## src/rtl/map_seq_pkg.sv

```systemverilog
// -----------------------------------------------------------------------------
// map_seq_pkg
//   Shared types and default widths for the map9v3 job sequencer.
//   - state_e     : sequencer FSM states
//   - MAP_N_W     : default width of the core N input / request value
//   - MAP_DP_W    : default width of the core dp result
//   - JOBS_W      : width of the completed-job counter
// -----------------------------------------------------------------------------
package map_seq_pkg;

    localparam int MAP_N_W  = 9;
    localparam int MAP_DP_W = 9;
    localparam int JOBS_W   = 16;

    typedef enum logic [2:0] {
        ST_IDLE   = 3'd0,
        ST_LAUNCH = 3'd1,
        ST_WAIT   = 3'd2,
        ST_RESP   = 3'd3,
        ST_GAP    = 3'd4
    } state_e;

    // Counter width for a count that runs 0..n-1 (never narrower than 1 bit).
    function automatic int cnt_width(input int n);
        return (n > 1) ? $clog2(n) : 1;
    endfunction

endpackage

```

## src/rtl/map_req_fifo.sv

```systemverilog
// -----------------------------------------------------------------------------
// map_req_fifo
//   Synchronous request queue, DEPTH entries of W bits. Head is presented
//   combinationally on dout_o so the sequencer can latch it on the pop cycle.
//   Push when full and pop when empty are ignored.
// Ports
//   clock    in   rising-edge clock
//   reset    in   asynchronous active-high reset (pointers and count)
//   push_i   in   write din_i (ignored when full)
//   pop_i    in   drop head entry (ignored when empty)
//   din_i    in   W-bit write data
//   dout_o   out  W-bit head entry
//   full_o   out  count == DEPTH
//   empty_o  out  count == 0
//   count_o  out  number of stored entries
// -----------------------------------------------------------------------------
module map_req_fifo #(
    parameter int DEPTH = 4,
    parameter int W     = 9
) (
    input  logic                     clock,
    input  logic                     reset,
    input  logic                     push_i,
    input  logic                     pop_i,
    input  logic [W-1:0]             din_i,
    output logic [W-1:0]             dout_o,
    output logic                     full_o,
    output logic                     empty_o,
    output logic [$clog2(DEPTH):0]   count_o
);

    localparam int AW = $clog2(DEPTH);
    localparam logic [AW:0] FULL_CNT = (AW+1)'(DEPTH);

    logic [W-1:0]  mem [DEPTH];
    logic [AW-1:0] wr_ptr_q;
    logic [AW-1:0] rd_ptr_q;
    logic [AW:0]   count_q;

    logic do_push;
    logic do_pop;

    assign full_o  = (count_q == FULL_CNT);
    assign empty_o = (count_q == '0);
    assign count_o = count_q;
    assign dout_o  = mem[rd_ptr_q];

    assign do_push = push_i && !full_o;
    assign do_pop  = pop_i && !empty_o;

    // Storage carries no reset; validity is tracked by the pointers/count.
    always_ff @(posedge clock) begin
        if (do_push) begin
            mem[wr_ptr_q] <= din_i;
        end
    end

    // DEPTH is a power of two, so pointers wrap naturally.
    always_ff @(posedge clock or posedge reset) begin
        if (reset) begin
            wr_ptr_q <= '0;
            rd_ptr_q <= '0;
            count_q  <= '0;
        end else begin
            if (do_push) begin
                wr_ptr_q <= wr_ptr_q + 1'b1;
            end
            if (do_pop) begin
                rd_ptr_q <= rd_ptr_q + 1'b1;
            end
            case ({do_push, do_pop})
                2'b10:   count_q <= count_q + 1'b1;
                2'b01:   count_q <= count_q - 1'b1;
                default: count_q <= count_q;
            endcase
        end
    end

endmodule

```

## src/rtl/map_job_sequencer.sv

```systemverilog
// -----------------------------------------------------------------------------
// map_job_sequencer
//   Job front/back end for the map9v3 LFSR mapping core. Queues N requests,
//   launches each on the core with a START_HOLD-cycle start pulse, waits for a
//   rising edge on the core's done output, captures dp and returns it on a
//   valid/ready response port. A GAP-cycle low period on map_start between
//   launches re-arms the core's own start edge detector.
//
//   Optional feature macro: MAP_SEQ_TIMEOUT_EN
//     defined   : WAIT gives up after TO_CYC cycles and answers rsp_dp=0,
//                 rsp_err=1 through the normal response handshake.
//     undefined : WAIT waits forever, rsp_err is tied low.
//
// Ports
//   clock      in   rising-edge clock
//   reset      in   asynchronous active-high reset, clears all state
//   req_valid  in   request present
//   req_ready  out  request queue not full
//   req_n      in   N value for the job
//   map_start  out  core start (registered)
//   map_n      out  core N, stable for the whole job
//   map_done   in   core done level
//   map_dp     in   core dp result
//   rsp_valid  out  result available
//   rsp_ready  in   result accepted
//   rsp_dp     out  captured dp
//   rsp_err    out  job timed out
//   busy       out  FSM not idle or queue non-empty
//   jobs_done  out  completed-response counter (wraps)
// -----------------------------------------------------------------------------
module map_job_sequencer
    import map_seq_pkg::*;
#(
    parameter int N_W        = MAP_N_W,
    parameter int DP_W       = MAP_DP_W,
    parameter int DEPTH      = 4,
    parameter int START_HOLD = 2,
    parameter int GAP        = 2,
    parameter int TO_CYC     = 1023
) (
    input  logic              clock,
    input  logic              reset,
    input  logic              req_valid,
    output logic              req_ready,
    input  logic [N_W-1:0]    req_n,
    output logic              map_start,
    output logic [N_W-1:0]    map_n,
    input  logic              map_done,
    input  logic [DP_W-1:0]   map_dp,
    output logic              rsp_valid,
    input  logic              rsp_ready,
    output logic [DP_W-1:0]   rsp_dp,
    output logic              rsp_err,
    output logic              busy,
    output logic [JOBS_W-1:0] jobs_done
);

    // Elaboration-time parameter sanity checks.
    if (DEPTH < 2 || (DEPTH & (DEPTH - 1)) != 0) begin : g_bad_depth
        $error("DEPTH must be a power of two >= 2");
    end
    if (START_HOLD < 1) begin : g_bad_hold
        $error("START_HOLD must be >= 1");
    end
    if (GAP < 2) begin : g_bad_gap
        $error("GAP must be >= 2");
    end
    if (TO_CYC < 2) begin : g_bad_to
        $error("TO_CYC must be >= 2");
    end

    localparam int HOLD_W = cnt_width(START_HOLD);
    localparam int GAP_W  = cnt_width(GAP);
    localparam logic [HOLD_W-1:0] HOLD_LAST = HOLD_W'(START_HOLD - 1);
    localparam logic [GAP_W-1:0]  GAP_LAST  = GAP_W'(GAP - 1);

    // ---------------------------------------------------------------- queue
    logic [N_W-1:0]           fifo_head;
    logic                     fifo_full;
    logic                     fifo_empty;
    logic [$clog2(DEPTH):0]   fifo_count;
    logic                     fifo_pop;

    state_e                   state_q;

    // The head is only consumed on the IDLE->LAUNCH transition.
    assign fifo_pop = (state_q == ST_IDLE) && !fifo_empty;

    map_req_fifo #(
        .DEPTH (DEPTH),
        .W     (N_W)
    ) u_req_fifo (
        .clock   (clock),
        .reset   (reset),
        .push_i  (req_valid),
        .pop_i   (fifo_pop),
        .din_i   (req_n),
        .dout_o  (fifo_head),
        .full_o  (fifo_full),
        .empty_o (fifo_empty),
        .count_o (fifo_count)
    );

    assign req_ready = !fifo_full;

    // ------------------------------------------------------------ sequencer
    logic                map_start_q;
    logic [N_W-1:0]      map_n_q;
    logic                rsp_valid_q;
    logic [DP_W-1:0]     rsp_dp_q;
    logic [JOBS_W-1:0]   jobs_done_q;
    logic [HOLD_W-1:0]   hold_cnt_q;
    logic [GAP_W-1:0]    gap_cnt_q;
    logic                done_q;
    logic                done_rise;

`ifdef MAP_SEQ_TIMEOUT_EN
    localparam int TO_W = cnt_width(TO_CYC);
    localparam logic [TO_W-1:0] TO_LAST = TO_W'(TO_CYC - 1);
    logic [TO_W-1:0] to_cnt_q;
    logic            rsp_err_q;
`endif

    // A done level left high from a previous job produces no edge, so it can
    // never complete the current job.
    assign done_rise = map_done && !done_q;

    always_ff @(posedge clock or posedge reset) begin
        if (reset) begin
            state_q     <= ST_IDLE;
            map_start_q <= 1'b0;
            map_n_q     <= '0;
            rsp_valid_q <= 1'b0;
            rsp_dp_q    <= '0;
            jobs_done_q <= '0;
            hold_cnt_q  <= '0;
            gap_cnt_q   <= '0;
            done_q      <= 1'b0;
`ifdef MAP_SEQ_TIMEOUT_EN
            to_cnt_q    <= '0;
            rsp_err_q   <= 1'b0;
`endif
        end else begin
            done_q <= map_done;
            case (state_q)
                ST_IDLE: begin
                    if (!fifo_empty) begin
                        map_n_q     <= fifo_head;
                        hold_cnt_q  <= '0;
                        map_start_q <= 1'b1;
                        state_q     <= ST_LAUNCH;
                    end
                end
                ST_LAUNCH: begin
                    // Edges on done here belong to the previous job; ignored.
                    if (hold_cnt_q == HOLD_LAST) begin
                        map_start_q <= 1'b0;
                        state_q     <= ST_WAIT;
`ifdef MAP_SEQ_TIMEOUT_EN
                        to_cnt_q    <= '0;
`endif
                    end else begin
                        hold_cnt_q <= hold_cnt_q + 1'b1;
                    end
                end
                ST_WAIT: begin
                    if (done_rise) begin
                        rsp_dp_q    <= map_dp;
                        rsp_valid_q <= 1'b1;
                        state_q     <= ST_RESP;
`ifdef MAP_SEQ_TIMEOUT_EN
                        rsp_err_q   <= 1'b0;
                    end else if (to_cnt_q == TO_LAST) begin
                        rsp_dp_q    <= '0;
                        rsp_err_q   <= 1'b1;
                        rsp_valid_q <= 1'b1;
                        state_q     <= ST_RESP;
                    end else begin
                        to_cnt_q <= to_cnt_q + 1'b1;
`endif
                    end
                end
                ST_RESP: begin
                    if (rsp_ready) begin
                        rsp_valid_q <= 1'b0;
                        jobs_done_q <= jobs_done_q + 1'b1;
                        gap_cnt_q   <= '0;
                        state_q     <= ST_GAP;
                    end
                end
                ST_GAP: begin
                    if (gap_cnt_q == GAP_LAST) begin
                        state_q <= ST_IDLE;
                    end else begin
                        gap_cnt_q <= gap_cnt_q + 1'b1;
                    end
                end
                default: begin
                    state_q     <= ST_IDLE;
                    map_start_q <= 1'b0;
                    rsp_valid_q <= 1'b0;
                end
            endcase
        end
    end

    assign map_start = map_start_q;
    assign map_n     = map_n_q;
    assign rsp_valid = rsp_valid_q;
    assign rsp_dp    = rsp_dp_q;
    assign jobs_done = jobs_done_q;
    assign busy      = (state_q != ST_IDLE) || (fifo_count != '0);

`ifdef MAP_SEQ_TIMEOUT_EN
    assign rsp_err = rsp_err_q;
`else
    assign rsp_err = 1'b0;
`endif

endmodule
```

## config.mk

```make
export PLATFORM = sky130hd
export DESIGN_NAME = map_job_sequencer
export DESIGN_NICKNAME = d
export VERILOG_FILES = /design/src/rtl/map_seq_pkg.sv /design/src/rtl/map_req_fifo.sv /design/src/rtl/map_job_sequencer.sv
export SDC_FILE = /design/constraint.sdc
export NUM_CORES = 1
export LEC_CHECK = 0
export CAP_MARGIN = 20
export CORE_MARGIN = 1.5
export CORE_UTILIZATION = 47
export DETAILED_ROUTE_END_ITERATION = 8
export GPL_ROUTABILITY_DRIVEN = 0
export HOLD_SLACK_MARGIN = 0.08
export PLACE_DENSITY = 0.83
export SLEW_MARGIN = 40
export SYNTH_ARGS = -nofsm -noshare
export SYNTH_HDL_FRONTEND = slang
export SYNTH_SLANG_ARGS = --single-unit
```

## constraint.sdc

```tcl
create_clock -name clock -period 2.24 [get_ports clock]
set_input_delay 0.448 -clock clock [delete_from_list [all_inputs] [get_ports clock]]
set_output_delay 0.448 -clock clock [all_outputs]
set_load 0.03 [all_outputs]
```

After elaboration in Yosys (flattened, before gate mapping). Memory sizes are Yosys's and may differ from the RTL's. A register that Yosys moved wholly into a read port is not among the register bits. Index checks and enable logic that the tools add are counted.

Register bits: 40. Bits in writable memories: 36. Memories: 1.

Memories: u_req_fifo.mem (words 4, width 9, rd ports 1, clocked after Yosys merged registers in 1, wr ports 1, RTL line map_req_fifo.sv:35) `logic [W-1:0] mem [DEPTH];`.

Add/sub/neg operators: 7. Equality and inequality tests: 12. Mux-type cells: 20. Bitwise operators: 3. Reductions and logical operators: 25.

Operator list (number): 16-bit by 1-bit adder with 16-bit output (second input constant) (1); 3-bit two-way mux (5); 3-bit one-hot mux with 5 select lines (1); 2-bit != test (second input constant) (5); 2-bit AND reduction (5); 1-bit two-way mux (9); 3-bit by 2-bit equality test with 1-bit output (second input constant) (2); 3-bit equality test (second input constant) (2); 3-bit zero test (2); 1-bit one-hot mux with 3 select lines (2); 3-bit one-hot mux with 2 select lines (1); 3-bit AND reduction (2); 2-bit nonzero test (3); 3-bit nonzero test (2); 3-bit OR reduction (2); 5-bit AND reduction (1); 2-bit by 1-bit adder with 2-bit output (second input constant) (2); 1-bit logical AND (4); 1-bit one-hot mux with 2 select lines (2); 3-bit by 1-bit adder with 3-bit output (second input constant) (1); 3-bit by 1-bit equality test with 1-bit output (second input constant) (1); 1-bit zero test (3); 1-bit inverter (3); 3-bit by 1-bit subtractor with 3-bit output (second input constant) (1); 4 further kinds (5).

Logic depth before layout (Yosys ltp). Gate-level depths: netlist (run 1).

Depth after elaboration: 6. Mapped depth: 9. Depth with buffers taken out: 9.

Modules after synthesis. From an unflattened synthesis (run 1), not the netlist that was laid out.

Cell total of the unflattened synthesis: 229. Area, all modules: 3554.7 µm².

Modules (own cells, without submodules): map_job_sequencer (times used 1, cells an instance 144, area an instance 1811.7 µm², sequential area each 1051.0 µm²); map_req_fifo (times used 1, cells an instance 85, area an instance 1742.9 µm², sequential area each 1256.2 µm²).

Least setup slack after synthesis (run 1). No wires, ideal clock.

Kind: reg2reg. Start point: reg state_q[2]. End point: reg u_req_fifo.count_q[2], in the netlist u_req_fifo.count_o[2]. Setup time: 0.079 ns. Arrival time: 2.055 ns. Slack: 0.106 ns. Cell stages (with the launch flop): 10. Path buffers: 2. Clock period less this slack: 2.134 ns. Cell sequence: dfrtp_1 > buf_2 > nor4_4 > buf_4 > ha_1 > inv_1 > fa_1 > xor2_1 > nor2_1 > xor2_1.

Longest elaborated chain between the ends: 5. Elaborated cells between the ends (all ways): 7. Classes of those cells: eq/ne: 2; mux: 1; reduce/logical: 4.

RTL lines: start: declaration (RTL line map_job_sequencer.sv:84) `state_e state_q;`; start signal: assignment (RTL line map_job_sequencer.sv:130) `state_q <= ST_IDLE;`; start signal: assignment (RTL line map_job_sequencer.sv:151) `state_q <= ST_LAUNCH;`; start signal: assignment (RTL line map_job_sequencer.sv:158) `state_q <= ST_WAIT;`; 3-bit zero test * (RTL line map_job_sequencer.sv:87) `assign fifo_pop = (state_q == ST_IDLE) && !fifo_empty;`; 1-bit logical AND * (RTL line map_job_sequencer.sv:87); net fifo_pop (RTL line map_job_sequencer.sv:82) `logic fifo_pop;`; 1-bit logical AND * (RTL line map_req_fifo.sv:49) `assign do_pop = pop_i && !empty_o;`; 2-bit by 1-bit equality test with 1-bit output or 2-bit equality test (tied branches) (RTL line map_req_fifo.sv:71) `case ({do_push, do_pop})`; 3-bit one-hot mux with 2 select lines or 2-bit nonzero test (tied branches); end signal: assignment (RTL line map_req_fifo.sv:72) `2'b10: count_q <= count_q + 1'b1;`; end signal: assignment (RTL line map_req_fifo.sv:73) `2'b01: count_q <= count_q - 1'b1;`; end signal: assignment (RTL line map_req_fifo.sv:74) `default: count_q <= count_q;`; end: declaration (RTL line map_req_fifo.sv:38) `logic [AW:0] count_q;`.

The timed path passes the listed nets; every way through them passes the cells marked *. A chain may end at the register's enable or synchronous reset.

Final worst setup path (run 1).
Start point: reg u_req_fifo.count_q[0], in the netlist u_req_fifo.count_o[0]. End point: reg u_req_fifo.count_q[2], in the netlist u_req_fifo.count_o[2].

Longest elaborated chain between the ends: 6. Elaborated cells between the ends (all ways): 13. Classes of those cells: add/sub: 2; eq/ne: 3; mux: 1; reduce/logical: 7.

RTL lines: 3-bit zero test (RTL line map_req_fifo.sv:44) `assign empty_o = (count_q == '0);`; 1-bit zero test (RTL line map_req_fifo.sv:49, map_job_sequencer.sv:87); 1-bit logical AND (RTL line map_job_sequencer.sv:87); 1-bit logical AND (RTL line map_req_fifo.sv:49); 2-bit by 1-bit equality test with 1-bit output or 2-bit equality test (tied branches) (RTL line map_req_fifo.sv:71); 3-bit one-hot mux with 2 select lines or 2-bit nonzero test (tied branches).

Parallel ways exist; a longest one is shown, timed or not.

==> results of run 1 <==
Yosys cell counts, types with 2 or more instances:
cell type,number
sky130_fd_sc_hd__xnor2_1,16
sky130_fd_sc_hd__mux4_2,9
sky130_fd_sc_hd__nand2_1,17
sky130_fd_sc_hd__nand4_1,4
sky130_fd_sc_hd__mux2_4,9
sky130_fd_sc_hd__dfrtp_1,49
sky130_fd_sc_hd__mux2_2,10
sky130_fd_sc_hd__ha_1,6
sky130_fd_sc_hd__edfxtp_1,36
sky130_fd_sc_hd__nand3b_1,2
sky130_fd_sc_hd__nor2_1,10
sky130_fd_sc_hd__and3_1,7
sky130_fd_sc_hd__buf_2,3
sky130_fd_sc_hd__xor2_1,5
sky130_fd_sc_hd__nand3_1,8
sky130_fd_sc_hd__inv_1,7
sky130_fd_sc_hd__buf_4,4
sky130_fd_sc_hd__o21ai_0,3
placed cells by master, fill, tap and decap left out, types with 2 or more instances in the layout:
cell,count
sky130_fd_sc_hd__and3_1,7
sky130_fd_sc_hd__buf_12,2
sky130_fd_sc_hd__buf_4,7
sky130_fd_sc_hd__bufinv_16,3
sky130_fd_sc_hd__clkbuf_1,2
sky130_fd_sc_hd__clkbuf_8,10
sky130_fd_sc_hd__clkdlybuf4s50_1,58
sky130_fd_sc_hd__dfrtp_1,49
sky130_fd_sc_hd__edfxtp_1,36
sky130_fd_sc_hd__ha_1,6
sky130_fd_sc_hd__inv_1,6
sky130_fd_sc_hd__mux2_2,10
sky130_fd_sc_hd__mux2_4,9
sky130_fd_sc_hd__mux4_2,9
sky130_fd_sc_hd__nand2_1,16
sky130_fd_sc_hd__nand3_1,8
sky130_fd_sc_hd__nand3b_1,2
sky130_fd_sc_hd__nand4_1,4
sky130_fd_sc_hd__nor2_1,10
sky130_fd_sc_hd__o21ai_0,3
sky130_fd_sc_hd__xnor2_1,16
sky130_fd_sc_hd__xor2_1,5
power breakdown:
group          leakage, nW  internal, mW  switching, mW
registers            0.945          2.11          0.322
clock network        0.121         0.771          0.507
logic                0.803          1.21           1.18
worst paths after layout:
path / startpoint / endpoint
min in group clock: jobs_done[15] / jobs_done[15]
setup / recovery: u_req_fifo.count_o[0] / u_req_fifo.count_o[2]
setup reg to reg: u_req_fifo.count_o[0] / u_req_fifo.count_o[2]
hold reg to reg: jobs_done[15] / jobs_done[15]
max in group asynchronous: reset / map_n[0]
hold / removal: reset / map_n[1]
critical path: cells and delay by family, from the launching register on:
kind          cells  cell delay, ps
fa+ha+maj         2             560
simple gates      3             470
flops             1             420
xor+xnor          2             310
buf+inv           2             190
final cells by class:
| cell class | instances | area, um^2 |
|---|---|---|
| repair buffers | 69 | 694.4 |
| clock buffers | 12 | 145.1 |
| flip-flops and latches | 85 | 2307 |
| clock inverters | 4 | 95.09 |
| fillers | 541 | 2719 |
| inverters | 7 | 26.28 |
| multi-input cells | 122 | 1142 |
| well taps | 99 | 123.9 |
stage by stage:
stage / power [mW] / cell area, um^2 / hold slack [ps] / util, %
after floorplan: 4.029 / 3533 / 466.7 / -
after global placement: 4.791 / 4290 / 462.0 / 59.15
after detailed placement: 4.884 / 4290 / 463.9 / 59.15
after CTS: 6.168 / 4529 / 469.4 / 62.45
after global routing: 6.424 / 4534 / 500.0 / 62.52
final: 6.100 / 4534 / 454.2 / 62.52
metal layers:
metal	GRT usage (%)	vias to the layer above	part of all wire (%)
met3	3.046	11	3.4
li1	-	939	-
met1	21.13	987	45
met2	25.64	39	50
met4	7.540	0	2.0
met5	0	-	0
registers in the layout (all words and copies together) (netlist names), 2 cells and up:
| signal | count |
|---|---|
| jobs_done | 16 |
| state_q | 3 |
| u_req_fifo.wr_ptr_q | 2 |
| map_n | 9 |
| rsp_dp | 9 |
| u_req_fifo.rd_ptr_q | 2 |
| u_req_fifo.count_o | 3 |
| u_req_fifo.mem | 36 |
cell families after synthesis:
family	count (synthesis)	share of synthesized area, %
and+or+nand+nor	57	9.490
other	1	0.1061
AOI/OAI and AO/OA	6	0.9914
DFF	85	65.30
muxes	30	13.77
adders and majority gates	7	2.691
buffers and inverters	16	2.443
xor gates and xnor gates	21	5.205
==> tab_implementation.tex, run 1 <==
\begin{tabular}{lr}
\hline
Metric & Value \\
\hline
\multicolumn{2}{l}{\textbf{Run status}} \\
Run status & finished clean \\
\multicolumn{2}{l}{\textbf{Placement}} \\
Post-DP HPWL & 4293 um \\
Cell total after placement & 382 \\
IO buf count & 60 \\
Worst slack after detailed placement & 25.93 ps \\
\multicolumn{2}{l}{\textbf{Drt}} \\
Count of nets left with antenna violations after detail routing & 0 \\
Routed via count & 1976 \\
Drt via density & 4.965 \\
DRC Markers & 0 \\
Number of detailed-routing iterations run before antenna repair & 4 \\
Iteration-0 DRC count of the detailed router & 82 \\
Post-detailed-routing wire length & 6021 um \\
Post-detailed-route wirelength per cell & 15.13 um \\
\multicolumn{2}{l}{\textbf{Clock network}} \\
Clock latency reported for the late side of the worst-skew pair & 350 ps \\
Clock transition at the register clock pins on the worst setup and hold paths after CTS & 80 ps \\
Clock tree from TritonCTS & done \\
Number of clock buffers inserted by TritonCTS & 9 \\
Buffers inserted during post-CTS setup optimization & 0 \\
Number of sinks on the clock net & 85 \\
Number of H-tree levels & 3 \\
Buffer depth of the longest clock path & 2 \\
Number of gates resized after cts & 1 \\
Root buffer cell & sky130\_fd\_sc\_hd\_\_clkbuf\_8 \\
Cts hold-fix bufs & 0 \\
\multicolumn{2}{l}{\textbf{Synth}} \\
Number of cells produced by synthesis & 223 \\
Leading post-synthesis cells by cell area & sky130\_fd\_sc\_hd\_\_dfrtp\_1 35\%, sky130\_fd\_sc\_hd\_\_edfxtp\_1 31\%, sky130\_fd\_sc\_hd\_\_mux4\_2 5.7\% \\
Sequential cell area fraction in the yosys report & 65.30\% \\
Average size of a mapped cell & 15.84 um\^{}2 \\
Distinct cells, synth & 36 \\
Total of flip-flops plus latches after synthesis & 85 \\
Most common flop cell mapped by yosys & sky130\_fd\_sc\_hd\_\_dfrtp\_1 \\
Yosys top cell by area & sky130\_fd\_sc\_hd\_\_dfrtp\_1 \\
Syn\_nets & 253 \\
YS warnings & 0 \\
Top cell type's share of synthesized area & 34.70\% \\
EDFF count, synth & 36 \\
Synth async-reset ratio & 57.65\% \\
Synthesized cell area & 3533 um\^{}2 \\
\multicolumn{2}{l}{\textbf{Setup path}} \\
Kind of capture point of the worst setup path & register \\
Worst endpoint data arrival time & 2290 ps \\
Largest fanout on the critical path & 6 \\
Worst-case reg-to-reg path depth & 9 \\
CP Data Required Time & 2510 ps \\
Cell-by-cell listing of the critical path & inv\_1 -> nand3\_1 -> nand2\_2 -> ha\_1 -> inv\_1 -> fa\_1 -> xor2\_1 -> nor2\_1 -> xor2\_1 \\
CP max stage cell & sky130\_fd\_sc\_hd\_\_dfrtp\_1 \\
Category of the worst setup path launch point & register \\
R2r setup slk & 220 ps \\
Worst Path Class, Setup & register to register \\
CP peak stage delay & 420 ps \\
\multicolumn{2}{l}{\textbf{Cells and area}} \\
Layout Nets & 324 \\
Antenna diode count & 0 \\
Fraction of layout cells with a size suffix above 1 & 19.40\% \\
Area grow syn2layout & 28.33\% \\
Fin cells & 398 \\
\multicolumn{2}{l}{\textbf{Floorplan}} \\
Starting utilization of the core area & 48.71\% \\
Y dimension of the die & 89.71 um \\
Die W & 89.71 um \\
Floorplan row count & 31 \\
Area enclosed by the die boundary & 8047 um\^{}2 \\
Standard cell core area & 7253 um\^{}2 \\
Top-level port count & 62 \\
\multicolumn{2}{l}{\textbf{STA}} \\
Total count of hold-check failures in the final report & 0 \\
Highest Clock Rate & 0.4941 GHz \\
Worst rel slew slack & 61.06\% \\
Number of slew-limit violations in the final report & 0 \\
Total of endpoints with negative setup slack in the final report & 0 \\
Final period util & 90.35\% \\
Final worst path period need & 2024 ps \\
Tightest Pin Transition & 579.7 ps \\
Final setup TNS & 0 ps \\
Clock tree skew after final layout & 9.999 ps \\
Worst setup slack after layout & 216.2 ps \\
RSZ-0062 raised after global routing & no \\
\multicolumn{2}{l}{\textbf{GRT}} \\
Via count of the first global-routing pass & 2007 \\
Antenna violations before repair & 0 \\
Global router's overall resource usage & 15.97\% \\
Largest net degree at the start of global routing & 50 \\
First-pass GRT wire length & 10050 um \\
Overflow left after global routing & 0 \\
\multicolumn{2}{l}{\textbf{Power and ir drop}} \\
P\_leak & 1.868 nW \\
Peak supply drop & 0.0004660 V \\
Power per unit of standard cell area & 1345 nW/um\^{}2 \\
\multicolumn{2}{l}{\textbf{Job}} \\
Max-cap viol count & 0 \\
\multicolumn{2}{l}{\textbf{Min path}} \\
Class of the tightest hold or removal check & input port to async pin \\
\hline
\end{tabular}
Note: power is estimated with default switching activity, not from simulation.
==> inputs of run 2 (changes only) <==
Settings changed: ABC_AREA from default to 0, SKIP_LAST_GASP from default to 1, TNS_END_PERCENT from default to 5.
==> run 2 against run 1 <==
  * Sequential cell count did not move
  * Non-clock buffer count did not move
  * Register-to-register slack got worse by 30 ps
  * Wire length barely moved
  * Global-route usage did not move
  * Critical endpoint unchanged
  * Largest cell class unchanged
==> tab_implementation.tex, run 2 (synthesis gave the netlist of run 1 again) <==
\begin{tabular}{lr}
\hline
Metric & Value \\
\hline
\multicolumn{2}{l}{\textbf{Drt}} \\
DRC Markers & 0 (unchanged) \\
Post-detailed-routing wire length & 6022 um (was 6021 um) \\
Count of nets left with antenna violations after detail routing & 0 (unchanged) \\
Routed via count & 1982 (was 1976) \\
Drt via density & 4.980 (was 4.965) \\
Iteration-0 DRC count of the detailed router & 84 (was 82) \\
Number of detailed-routing iterations run before antenna repair & 4 (unchanged) \\
Post-detailed-route wirelength per cell & 15.13 um (about the same) \\
\multicolumn{2}{l}{\textbf{Cells and area}} \\
Area grow syn2layout & 28.26\% (was 28.33\%) \\
Final Core Density & 62.48\% (was 62.52\%) \\
Area taken by multi-input logic gates & 1140 um\^{}2 (was 1142 um\^{}2) \\
Commonest cells after routing, fill and taps aside & 58 x sky130\_fd\_sc\_hd\_\_clkdlybuf4s50\_1, 49 x sky130\_fd\_sc\_hd\_\_dfrtp\_1, 36 x sky130\_fd\_sc\_hd\_\_edfxtp\_1 (unchanged) \\
FF+latch area & 2307 um\^{}2 (unchanged) \\
Layout Nets & 324 (unchanged) \\
Register name with the most flops & u\_req\_fifo.mem (unchanged) \\
Fraction of layout cells with a size suffix above 1 & 19.06\% (was 19.40\%) \\
Most common cell after layout, fill and taps aside & sky130\_fd\_sc\_hd\_\_clkdlybuf4s50\_1 (unchanged) \\
Max reg flops & 36 (unchanged) \\
Antenna diode count & 0 (unchanged) \\
Number of filler instances in the final layout & 538 (was 541) \\
\multicolumn{2}{l}{\textbf{Floorplan}} \\
Standard cell core area & 7253 um\^{}2 (unchanged) \\
Area enclosed by the die boundary & 8047 um\^{}2 (unchanged) \\
Die W & 89.71 um (unchanged) \\
Top-level port count & 62 (unchanged) \\
Starting utilization of the core area & 48.71\% (unchanged) \\
Floorplan row count & 31 (unchanged) \\
Y dimension of the die & 89.71 um (unchanged) \\
\multicolumn{2}{l}{\textbf{Clock network}} \\
Clock latency reported for the late side of the worst-skew pair & 350 ps (about the same) \\
Cts hold-fix bufs & 0 (unchanged) \\
Buffer depth of the longest clock path & 2 (unchanged) \\
Root buffer cell & sky130\_fd\_sc\_hd\_\_clkbuf\_8 (unchanged) \\
Number of H-tree levels & 3 (unchanged) \\
Number of sinks on the clock net & 85 (unchanged) \\
Clock transition at the register clock pins on the worst setup and hold paths after CTS & 80 ps (about the same) \\
Clock tree from TritonCTS & done (unchanged) \\
Number of clock buffers inserted by TritonCTS & 9 (unchanged) \\
\multicolumn{2}{l}{\textbf{STA}} \\
Total count of hold-check failures in the final report & 0 (unchanged) \\
Tightest Pin Transition & 579.7 ps (about the same) \\
Worst setup slack after layout & 190.0 ps (was 216.2 ps) \\
Final period util & 91.52\% (was 90.35\%) \\
RSZ-0062 raised after global routing & yes (was no) \\
Worst rel slew slack & 61.06\% (unchanged) \\
Worst Hold Margin & 454.5 ps (was 454.2 ps) \\
Number of slew-limit violations in the final report & 0 (unchanged) \\
Final worst path period need & 2050 ps (was 2024 ps) \\
Clock tree skew after final layout & 9.091 ps (was 9.999 ps) \\
Total of endpoints with negative setup slack in the final report & 0 (unchanged) \\
Highest Clock Rate & 0.4878 GHz (was 0.4941 GHz) \\
\multicolumn{2}{l}{\textbf{Min path}} \\
Class of the tightest hold or removal check & input port to async pin (unchanged) \\
\multicolumn{2}{l}{\textbf{Setup path}} \\
Worst Path Class, Setup & register to register (unchanged) \\
Worst-case reg-to-reg path depth & 9 (unchanged) \\
Critical R2R Capture & u\_req\_fifo.count\_o[2] (unchanged) \\
Largest fanout on the critical path & 6 (unchanged) \\
Destination of the critical timing path & u\_req\_fifo.count\_o[2] (unchanged) \\
Worst endpoint data arrival time & 2320 ps (was 2290 ps) \\
Category of the worst setup path launch point & register (unchanged) \\
R2r setup slk & 190 ps (was 220 ps) \\
CP max stage cell & sky130\_fd\_sc\_hd\_\_dfrtp\_1 (unchanged) \\
CP Data Required Time & 2510 ps (about the same) \\
Kind of capture point of the worst setup path & register (unchanged) \\
Worst setup path startpoint & u\_req\_fifo.count\_o[0] (unchanged) \\
CP peak stage delay & 420 ps (about the same) \\
Launch instance of the worst register-to-register path & u\_req\_fifo.count\_o[0] (unchanged) \\
Cell-by-cell listing of the critical path & inv\_1 -> nand3\_1 -> nand2\_1 -> ha\_1 -> inv\_1 -> fa\_1 -> xor2\_1 -> nor2\_1 -> xor2\_1 (was inv\_1 -> nand3\_1 -> nand2\_2 -> ha\_1 -> inv\_1 -> fa\_1 -> xor2\_1 -> nor2\_1 -> xor2\_1) \\
\multicolumn{2}{l}{\textbf{Power and ir drop}} \\
Comb power frac & 39.2\% (about the same) \\
Peak supply drop & 0.0004653 V (was 0.0004660 V) \\
Switch Pwr & 2.010 mW (about the same) \\
Power Internal & 4.089 mW (was 4.090 mW) \\
Overall power consumption & 6.099 mW (was 6.100 mW) \\
Power per unit of standard cell area & 1346 nW/um\^{}2 (was 1345 nW/um\^{}2) \\
P\_leak & 1.868 nW (about the same) \\
Switch share & 32.95\% (was 32.96\%) \\
Share of power burned in registers & 39.8\% (about the same) \\
Proportion of power drawn by the clock network & 20.9\% (about the same) \\
\multicolumn{2}{l}{\textbf{GRT}} \\
Global router's overall resource usage & 15.97\% (unchanged) \\
Largest net degree at the start of global routing & 50 (unchanged) \\
Overflow left after global routing & 0 (unchanged) \\
Fraction of met1 tracks used by global routing & 21.13\% (unchanged) \\
Via count of the first global-routing pass & 2007 (unchanged) \\
Antenna violations before repair & 0 (unchanged) \\
Global-route track usage on met3 & 3.046\% (unchanged) \\
First-pass GRT wire length & 10050 um (unchanged) \\
Global-route layer with the greatest usage & met2 (unchanged) \\
GRT met2 Usage & 25.64\% (unchanged) \\
\multicolumn{2}{l}{\textbf{Placement}} \\
Worst slack after detailed placement & 25.93 ps (unchanged) \\
IO buf count & 60 (unchanged) \\
Post-DP HPWL & 4293 um (unchanged) \\
\multicolumn{2}{l}{\textbf{Run status}} \\
Run status & finished clean (unchanged) \\
\multicolumn{2}{l}{\textbf{Job}} \\
Max-cap viol count & 0 (unchanged) \\
\hline
\end{tabular}
[run 2: changes by cell type in the layout (fill, tap and decap cells not counted)]
cell	previous run	this run
sky130_fd_sc_hd__nand2_2	1	0
sky130_fd_sc_hd__nand2_1	16	17
[run 2: repair_timing]
item / in CTS / in global routing
cloned: 0 / 0
buffers inserted: 0 / 0
setup endpoints to repair: 1 / 2
gates resized for setup: 1 / 1
[run 2: layer usage]
metal  up-vias  part of all wire (%)
met4         0                   2.0
met2        44                    50
li1        939                     -
met1       988                    45
met5         -                     0
met3        11                   3.7
[run 2: cell type report]
cell class | count | area share [%]
Timing Repair Buffer | 69 | 15.32
Tap cell | 99 | 2.733
Clock buffer | 12 | 3.203
Clock inverter | 4 | 2.098
Multi-Input combinational cell | 122 | 25.15
Sequential cell | 85 | 50.91
Inverter | 7 | 0.5798
[run 2: through the flow]
stage / std cells / cell area (um^2) / TNS [ps]
after global routing: 398 / 4532 / -7.992
after CTS: 398 / 4529 / 0
after floorplan: 223 / 3533 / 0
after global placement: 382 / 4290 / 0
after detailed placement: 382 / 4290 / 0
final: 398 / 4532 / 0
[run 2: worst min-delay path by stage]
stage | end | slack [ps] | cells past startpoint
after floorplan | hold_cnt_q | 470 | 2
after global placement | jobs_done[15] | 460 | 1
after detailed placement | jobs_done[15] | 460 | 1
after CTS | rsp_dp[0] | 470 | 3
after global routing | map_n[2] | 500 | 3
final | map_n[1] | 450 | 3
[run 2: worst max-delay path, delay by kind of cell (launching register included)]
family        cells  cell delay (ps)
buf+inv           2              180
fa+ha+maj         2              580
flops             1              420
xor+xnor          2              310
simple gates      3              480
[run 2: power by group through the flow]
stage / Clock [mW] / Combinational [mW] / Sequential [mW]
2_1_floorplan: 0 / 1.26 / 2.77
3_3_place_gp: 0 / 2.35 / 2.44
3_5_place_dp: 0 / 2.42 / 2.47
4_1_cts: 1.30 / 2.43 / 2.44
5_1_grt: 1.36 / 2.57 / 2.49
6_report: 1.28 / 2.39 / 2.43
==> patch, RTL diff (settings of run 1) <==
The option `MAP_SEQ_TIMEOUT_EN` is turned on by a define.
--- a/src/rtl/map_job_sequencer.sv
+++ b/src/rtl/map_job_sequencer.sv
@@ -29,4 +29,6 @@
 //   jobs_done  out  completed-response counter (wraps)
 // -----------------------------------------------------------------------------
+`define MAP_SEQ_TIMEOUT_EN
+
 module map_job_sequencer
     import map_seq_pkg::*;
Function: no difference found for any inputs over 10 cycles, from zero or initial values and one cycle with reset high; that may be too few to reach the edited logic, so the function may still have changed.
==> patch against run 1 <==
Routed wire length grew 31%. Synthesized area rose by 15%. Global-route usage grew 2.8 points. Worst setup slack worse by 18 ps. Sequential cell count grew 11. Non-clock buffer count rose by 8. Power up 8.0%. Cell area rose by 13%. Highest routed layer unchanged.
==> patch: results (changes against run 1) <==
outcome: "complete, no violations"
grt_pass1_vias: 2741  # +37%
seq_cells: 96  # +13%
tightestPinTransition_ps: 585  # +5.62 ps
core_area_mm2: 0.00830  # +14%
rr_startpoint: "state_q[2]"
synth.distinct_cells: 39  # +8.3%
cts_max_level: 3  # unchanged
cp_max_fo: 10  # +4
final-seq-area_mm2: 0.00258  # +12%
grt_max_degree: 61  # +22%
ys_async_sr_fraction_pct: 62.5  # +4.9 points
ys_seq_area_share_pct: 63.4  # -1.9 points
viasPerCell: 5.57  # +12%
worstSkewPairLatency_ps: 350  # about the same
r2r_end: "rsp_dp[4]"
place_area_mm2: 0.00489  # +14%
cts_buffers: 9  # unchanged
dr.first_iter.drc_count: 177  # +120%
num-multi-input-gates: 175  # +43%
yosys-top-cells-area: "dfrtp_1 (37%), edfxtp_1 (27%), mux4_2 (5.0%)"
clockBufferCount: 10  # -2
largest_reg_flops: 36  # unchanged
syn_nets: 325  # +28%
fin_skew_ps: 5.00  # -5.00 ps
port-buffer-count: 61  # +1.7%
clk_share_pct: 4.28  # -1.0 points
diodes: 0  # unchanged
fin_nets: 400  # +23%
routed_wl_mm: 7.89  # +31%
peakVddDrop_mv: 0.840  # +80%
hold_slack_ps: 465  # +11.2 ps
nonClkBufAreaFrac_pct: 14.6  # -0.76 points
grtUsageTotal_pct: 18.8  # +2.8 points
cts_buffer_depth: 2  # unchanged
cts_root_buffer: "clkbuf_8"
pre_cts_ws_ps: 28.5  # +2.55 ps
synth-edff-count: 36  # unchanged
firstDrtPassIters: 5  # +1
max_freq_mhz: 490  # -0.91%
grt_pass1_wl_mm: 13.1  # +30%
drive_gt1_share_pct: 15.0  # -4.4 points
nFillCells: 606  # +12%
inverters_excl_clock: 9  # +2
worstRegToRegCells: 4  # -5
p_leak_uw: 0.00205  # +9.8%
multi_input_area_mm2: 0.00140  # +23%
nonClockBufferCount: 77  # +12%
hold_path.class: "input port to asynchronous set/reset pin"
synth_common_cells: "dfrtp_1 (60), edfxtp_1 (36), nand2_1 (18), xnor2_1 (17), nor2_1 (15)"
antenna_found_initial: 0  # unchanged
rrSetupSlack_ps: 200  # -20 ps
regMostFlops: "u_req_fifo.mem"
dp_hpwl_mm: 5.42  # +26%
[patch: critical path: stages (launching register included)]
cell     delay [ps]
dfrtp_1         480
or3b_1          510
nor4_1          430
nor2_1          260
a22o_1          250
[patch: worst max-delay path by stage]
stage                          startpoint                    end
global route        u_req_fifo.count_o[0]  u_req_fifo.count_o[2]
CTS                 u_req_fifo.count_o[0]              req_ready
floorplan                      state_q[0]  u_req_fifo.count_o[1]
finish                         state_q[2]              rsp_dp[4]
global placement                req_valid  u_req_fifo.count_o[2]
detailed placement              req_valid  u_req_fifo.count_o[2]
[patch: metrics by stage]
stage | util, % | total power, uW | cells
after global placement | 58.9 | 5290 | 462
final | 61.6 | 6590 | 478
after global routing | 61.6 | 6980 | 478
after floorplan | - | 4430 | 293
after CTS | 61.6 | 6660 | 478
after detailed placement | 58.9 | 5420 | 462
[patch: what timing repair did]
| action | CTS | global route |
|---|---|---|
| resized for setup | 2 | 1 |
| endpoints found under the setup margin | 1 | 1 |
| setup buffers | 0 | 0 |
[patch: logic make-up after synthesis]
logic type	Yosys count	share of synthesized area [%]
adder cells (fa/ha/maj)	9	2.95
flip-flops	96	63.4
buffers and inverters	22	2.27
AO/OA/AOI/OAI	43	8.20
XOR/XNOR	21	4.52
multiplexers	22	8.57
AND/OR/NAND/NOR	80	10.1
[patch: routing by layer]
metal	vias to the layer above	routed length (um)	GRT usage (%)
met4	0	87	8.46
met1	1343	3430	24.6
met2	64	4030	30.6
met5	-	0	0
li1	1247	-	-
met3	8	331	3.40
[patch: power by group]
part	internal, uW	switching [uW]	total (uW)
combinational	1240	1400	2650
clock	635	585	1220
sequential	2340	382	2720
total	4220	2370	6590
